## config.mk

```make
export PLATFORM = sky130hd
export DESIGN_NAME = div4_seq
export DESIGN_NICKNAME = d
export VERILOG_FILES = /design/src/rtl/div_pkg.sv /design/src/rtl/div4_seq_sub_n.sv /design/src/rtl/div4_seq.sv
export SDC_FILE = /design/constraint.sdc
export NUM_CORES = 1
export LEC_CHECK = 0
export BUFFER_PORTS_ARGS = -buffer_cell sky130_fd_sc_hd__buf_4
export CAP_MARGIN = 20
export CORE_ASPECT_RATIO = 2
export CORE_MARGIN = 10
export CORE_UTILIZATION = 39
export DETAILED_ROUTE_END_ITERATION = 10
export GPL_TIMING_DRIVEN = 1
export PLACE_DENSITY_LB_ADDON = 0.05
export SYNTH_ARGS = -nofsm -noshare
export SYNTH_HDL_FRONTEND = slang
export SYNTH_SLANG_ARGS = --single-unit
export TNS_END_PERCENT = 5
```

## constraint.sdc

```tcl
create_clock -name clk -period 5.8 [get_ports clk]
set_input_delay 0.58 -clock clk [delete_from_list [all_inputs] [get_ports clk]]
set_output_delay 0.58 -clock clk [all_outputs]
set_load 0.02 [all_outputs]
```

## src/rtl/div_pkg.sv

```systemverilog
// Shared definitions for the sequential restoring divider: FSM state encoding
// and the default operand width.
package div_pkg;

    localparam int DIV_WIDTH_DEFAULT = 4;

    typedef enum logic [1:0] {
        IDLE = 2'd0,
        CALC = 2'd1,
        DONE = 2'd2
    } state_t;

endpackage

```

## src/rtl/div4_seq_sub_n.sv

```systemverilog
// Ripple subtractor a - b built as a + ~b + 1 from full-adder cells.
// c_out = 1 means no borrow (a >= b).
module fa (
    input  logic a,
    input  logic b,
    input  logic c_in,
    output logic sum,
    output logic c_out
);
    assign sum   = a ^ b ^ c_in;
    assign c_out = (a & b) | (a & c_in) | (b & c_in);
endmodule

module sub_n #(
    parameter int WIDTH = 5
) (
    input  logic [WIDTH-1:0] a,
    input  logic [WIDTH-1:0] b,
    output logic [WIDTH-1:0] diff,
    output logic             c_out
);
    logic [WIDTH:0] carry;

    assign carry[0] = 1'b1;

    for (genvar i = 0; i < WIDTH; i++) begin : g_cell
        fa u_fa (
            .a     (a[i]),
            .b     (~b[i]),
            .c_in  (carry[i]),
            .sum   (diff[i]),
            .c_out (carry[i+1])
        );
    end

    assign c_out = carry[WIDTH];
endmodule

```

## src/rtl/div4_seq.sv

```systemverilog
// Sequential unsigned restoring divider: one quotient bit per clock, start/done
// handshake, divide-by-zero reported through div0 without entering CALC.
module div4_seq
    import div_pkg::*;
#(
    parameter int WIDTH = DIV_WIDTH_DEFAULT
) (
    input  logic             clk,
    input  logic             reset,
    input  logic             start,
    input  logic [WIDTH-1:0] A,
    input  logic [WIDTH-1:0] B,
    output logic [WIDTH-1:0] Q,
    output logic [WIDTH-1:0] R,
    output logic             busy,
    output logic             done,
    output logic             div0
);
    localparam int CNT_W = (WIDTH > 1) ? $clog2(WIDTH) : 1;

    state_t             state, state_next;
    logic [CNT_W-1:0]   cnt;
    logic [WIDTH-1:0]   dq;      // dividend shifts out of the top, quotient bits in at the bottom
    logic [WIDTH-1:0]   b_reg;
    logic [WIDTH-1:0]   p;       // partial remainder; always < B, so its extra top bit is never stored
    logic [WIDTH:0]     t;
    logic [WIDTH:0]     diff;
    logic [WIDTH-1:0]   p_next;
    logic               no_borrow;
    logic               accept;
    logic               diff_msb_unused;

    assign t = {p, dq[WIDTH-1]};

    sub_n #(.WIDTH(WIDTH + 1)) u_sub (
        .a     (t),
        .b     ({1'b0, b_reg}),
        .diff  (diff),
        .c_out (no_borrow)
    );

    // When the difference is selected it is below B, so its MSB is always 0.
    assign diff_msb_unused = diff[WIDTH];
    assign p_next          = no_borrow ? diff[WIDTH-1:0] : t[WIDTH-1:0];
    assign accept          = start && ((state == IDLE) || (state == DONE));

    // NOTE: sequential state uses non-blocking (<=) so every register samples pre-edge values.
    always_ff @(posedge clk) begin
        if (reset) state <= IDLE;
        else       state <= state_next;
    end

    // NOTE: every output of this block gets a default first, so no latch is inferred.
    always_comb begin
        state_next = state;
        busy       = 1'b0;
        done       = 1'b0;
        case (state)
            IDLE, DONE: begin
                done = (state == DONE);
                if (start) state_next = (B == '0) ? DONE : CALC;
            end
            CALC: begin
                busy = 1'b1;
                if (cnt == '0) state_next = DONE;
            end
            default: state_next = IDLE;
        endcase
    end

    always_ff @(posedge clk) begin
        if (reset) begin
            cnt  <= '0;
            Q    <= '0;
            R    <= '0;
            div0 <= 1'b0;
        end else if (accept) begin
            cnt  <= CNT_W'(WIDTH - 1);
            div0 <= (B == '0);
            if (B == '0) begin
                Q <= '1;
                R <= A;
            end
        end else if (state == CALC) begin
            if (cnt == '0) begin
                Q <= {dq[WIDTH-2:0], no_borrow};
                R <= p_next;
            end else begin
                cnt <= cnt - 1'b1;
            end
        end
    end

    // NOTE: datapath registers are not reset; they are always loaded on an accepted start before use.
    always_ff @(posedge clk) begin
        if (accept) begin
            dq    <= A;
            b_reg <= B;
            p     <= '0;
        end else if (state == CALC) begin
            dq <= {dq[WIDTH-2:0], no_borrow};
            p  <= p_next;
        end
    end

endmodule
```

======== After elaboration in Yosys (flattened, before gate mapping) ========
Index checks and enable logic that the tools add are counted.
storage, ports and cells
  flip-flop bits (word level) ............. 25
  logic and storage cells ................. 79
operators by class
  reduce and logical (&&, ||, !) cells .... 11
  bitwise gates (word level) .............. 33
  equality and inequality tests ........... 6
  add/subtract/negate cells ............... 1
  multiplexer cells ....................... 20
operator list
  kind                                                    number
  two-way mux 4 bit                                       11
  two-way mux 2 bit                                       6
  AND 1 bit                                               11
  OR 1 bit                                                10
  XOR 1 bit                                               7
  inequality test 2 bit (second input constant)           3
  inverter 1 bit                                          5
  zero test 2 bit                                         2
  zero test 4 bit                                         1
  case mux 2 bit (2 select lines)                         1
  AND reduction 2 bit                                     2
  nonzero test 2 bit                                      2
  AND reduction 3 bit                                     1
  == test 2 x 1 -> 1 bit (second input constant)          1
  == test 2 bit (second input constant)                   1
  two-way mux 1 bit                                       2
  inequality test 2 x 1 -> 1 bit (second input constant)  1
  OR reduction 2 bit                                      1
  subtractor 2 x 1 -> 2 bit (second input constant)       1
  logical AND 1 bit                                       1
  logical OR 1 bit                                        1

======== Depth between registers and ports, before layout ========
  depth after elaboration ................. 20
  depth in mapped cells ................... 10
  gate-level depth less buffers ........... 9

======== Modules after synthesis ========
From an unflattened synthesis, not the netlist that was laid out.
unflattened totals
  cells, all modules ...................... 120
  area total of the unflattened synthesis .. 1241.2 um^2
by module, submodules not included
  module    seq. area each (um^2)  cells an instance  instances  area each (um^2)
  div4_seq  580.6                  109                1          1118.6
  fa        0.0                    1                  5          20.0
  sub_n     0.0                    6                  1          22.5

======== Least setup slack after synthesis ========
No wires, ideal clock.
  kind .................................... register to register
  start ................................... register b_reg[0]
  end ..................................... register R[3]
  setup slack ............................. 3513 ps
  stages on the path, launching flop included .. 10
  arrival ................................. 2142 ps
  library setup time ...................... 144 ps
  period minus slack after synthesis ...... 2287 ps
  path buffers ............................ 1
  path through ............................ edfxtp_1 ha_1 fa_1 fa_1 inv_1 fa_1 or2_2 clkbuf_2 mux2i_1 o311ai_0
between the ends
  cells in the longest elaborated chain, start to end .. 20
  elaborated cells between the ends (all ways) .. 24
ends and longest elaborated chain
  element                 line                  RTL
  start, declared         div4_seq.sv:24        logic [WIDTH-1:0] b_reg;
  start signal, assigned  div4_seq.sv:98        b_reg <= B;
  inverter 1 bit *        div4_seq_sub_n.sv:29  .b (~b[i]),
  AND 1 bit               div4_seq_sub_n.sv:11  assign c_out = (a & b) | (a & c_in) | (b & c_in);
  OR 1 bit                div4_seq_sub_n.sv:11
  OR 1 bit *              div4_seq_sub_n.sv:11
  AND 1 bit               div4_seq_sub_n.sv:11
  OR 1 bit                div4_seq_sub_n.sv:11
  OR 1 bit *              div4_seq_sub_n.sv:11
  AND 1 bit               div4_seq_sub_n.sv:11
  [2 not listed]          --
  AND 1 bit               div4_seq_sub_n.sv:11
  OR 1 bit (2 in series)  div4_seq_sub_n.sv:11
  AND 1 bit               div4_seq_sub_n.sv:11
  OR 1 bit (2 in series)  div4_seq_sub_n.sv:11
  two-way mux 4 bit *     div4_seq.sv:44        assign p_next = no_borrow ? diff[WIDTH-1:0] : t[WIDTH-1:0];
  two-way mux 4 bit *     div4_seq.sv:85        if (cnt == '0) begin
  two-way mux 4 bit *     div4_seq.sv:84        end else if (state == CALC) begin
  two-way mux 4 bit *     div4_seq.sv:77        end else if (accept) begin
  end signal, assigned    div4_seq.sv:87        R <= p_next;
  end, declared           div4_seq.sv:14        output logic [WIDTH-1:0] R,
Mark *: on every way between the ends. The rest lies on a longest branch, timed or not. The select of a mux whose other input is x is not followed.
A chain may end at the register's enable or synchronous reset.

======== Worst setup path after layout ========
Ends and elaborated chain as after synthesis.

==> metrics.yaml <==
clock_tree:
  cts_resized: 0
  hold_buffers: 0
  cts_tree: "yes"
  clk_path_buf_depth: 2
  cts_made_buffers: 3
  clock_latency_ns: 0.27
  cts_setup_buffers: 0
  h-tree-depth: 1
  root_buffer: "clkbuf_8"
  numClockSinks: 25
  cts.clk_slew.worst_paths_ns: 0.09
die:
  core_mm2: 0.002908
  die_x_um: 58.54
  die-area_mm2: 0.005683
  ioPinCount: 22
  dieHeight_um: 97.08
  start_util_pct: 39.85
  rows: 28
setup_path:
  critPathMaxFanout: 7
  crit_type: "register to register"
  cp.required_ns: 5.95
  cp_data_arrival_time_ns: 2.55
  r2r_slack_ns: 3.40
  end_kind: "register"
  r2r_cells: 8
  cp-start-kind: "register"
global_route:
  grt_util_all_layers_pct: 10.09
  grt_pass1_wl_um: 4602
  grt.overflow.total: 0
  grt_pass1_vias: 942
  grt_antenna_before_repair: 0
  grt_max_degree: 19
routing:
  routed_wl_um: 2772
  wire_per_inst_um: 17.01
  first_pass_iters: 4
  vias: 883
  vias_per_cell: 5.417
  ant_nets: 0
  drcViolationCount: 0
  dr.first_iter.drc_count: 16
cells_and_area:
  post-route-util_pct: 47.29
  final_area_mm2: 0.001375
  nets: 150
  n_antenna_cell: 0
  layout_commonest_cell: "buf_4"
  final_cell_mix: "buf_4, dfxtp_1, a21oi_1, nand2_1, inv_1"
  final_layout_size_suffix_gt1_share_pct: 24.06
  fillers: 292
  synthToLayoutAreaGrowth_pct: 18.68
placed_design:
  routabilityCongestion: 0.8381
  placed_area_mm2: 0.001329
  pre_cts_slack_ns: 3.426
  dp_hpwl_um: 2171
  port_buffers: 21
logic_synthesis:
  ys_ff_latch: 25
  synth_edf_count: 8
  synth_simple_gate_area_share_pct: 14.69
  synth_top_family_by_area: "compound AO/OA/AOI/OAI gates"
  synth.largest_area_cell: "dfxtp_1"
  syn-cell-area_mm2: 0.001159
  async_reset_ff_share_pct: 0
  synthCells: 113
  synthAdderAreaFrac_pct: 7.343
  synth.net_count: 129
  synth_mux_area_share_pct: 1.728
  synth_area_leaders: "dfxtp_1, edfxtp_1, a21oi_1"
  synthFlopType: "dfxtp_1"
  yosys_warnings: 0
  yosysSeqAreaShare_pct: 50.11
  synth.top_cell.area_share_pct: 29.37
  synth_cell_types: 35
  synth_compound_area_share_pct: 19.65
  synth.avg_cell_area_um2: 10.25
  synthXorXnorAreaFrac_pct: 0.7559
power_and_ir_drop:
  pwr_density_cell_mw_per_mm2: 328.1
  finalPower_uw: 451.2
  leakage_uw: 0.0005752
  ir_drop_mv: 0.1561
sta:
  max_freq_ghz: 0.4175
  tns_ns: 0
  setup_viol_count_final: 0
  finalCriticalPeriod_ns: 2.395
  finalCritPeriodShare_pct: 41.30
  slew_headroom_pct: 52.28
  setup_slack_ns: 3.405
  rsz0062_at_grt: "false"
  hold_violations: 0
  clock_skew_ns: 0.004639
  drv_slew: 0
  worst_slew_pin_slew_ns: 0.7099
flow_run:
  maxCapViolCount: 0
hold_path:
  hold_path.class: "register to register"
  holdPathStages: 2
outcome:
  outcome: "completed"
-- layer usage --
metal,track usage [%],part of all wire (%),vias up
met5,0,0,-
met4,4.909,2.3,0
met3,1.832,1.8,6
met2,17.17,55,16
met1,11.27,41,423
li1,-,-,438
-- worst paths after layout --
kind	to	startpoint
worst min register to register	div0	div0
worst max-delay path	R[3]	b_reg[0]
worst max register to register	R[3]	b_reg[0]
worst min-delay path	div0	div0
-- synthesized netlist by cell type, types with 3 or more instances --
master / count
edfxtp_1: 8
nand2_1: 12
inv_1: 11
a211oi_1: 3
dfxtp_1: 17
nor3_1: 3
nor2_1: 7
a21oi_1: 13
o221a_2: 3
fa_1: 3
-- layout make-up --
cell class | instances | area (um2) | area share, %
Clock inverter | 1 | 5.005 | 0.3640
Sequential cell | 25 | 580.6 | 42.22
Multi-Input combinational cell | 72 | 511.7 | 37.22
Clock buffer | 3 | 41.29 | 3.003
Timing Repair Buffer | 21 | 157.7 | 11.46
Tap cell | 30 | 37.54 | 2.730
Inverter | 11 | 41.29 | 3.003
-- logic make-up (layout without fill, tap and decap cells) --
family	after synthesis	in the layout
adders and majority gates	5	5
DFF	25	25
AOI/OAI and AO/OA	31	31
buffers and inverters	16	36
xor gates and xnor gates	1	1
muxes	2	2
and+or+nand+nor	33	33
-- power by group --
| group | internal [uW] | switching, uW |
|---|---|---|
| Sequential | 206 | 16.6 |
| Clock | 48.1 | 54.9 |
| Combinational | 52.7 | 73.1 |
-- worst max-delay path: stages (launching register included) --
cell and delay [ns]:
edfxtp_1 0.37, ha_1 0.21, fa_1 0.38, fa_1 0.36, inv_1 0.07, fa_1 0.22
or2_2 0.21, mux2i_1 0.11, o311ai_0 0.35
-- metrics by stage --
step           hold WS [ns]  instances
3_5_place_dp         0.4588        159
3_3_place_gp         0.4492        159
4_1_cts              0.4748        163
2_1_floorplan        0.4500        113
6_report             0.4694        163
5_1_grt              0.5039        163
(Power assumes the default switching activity.)
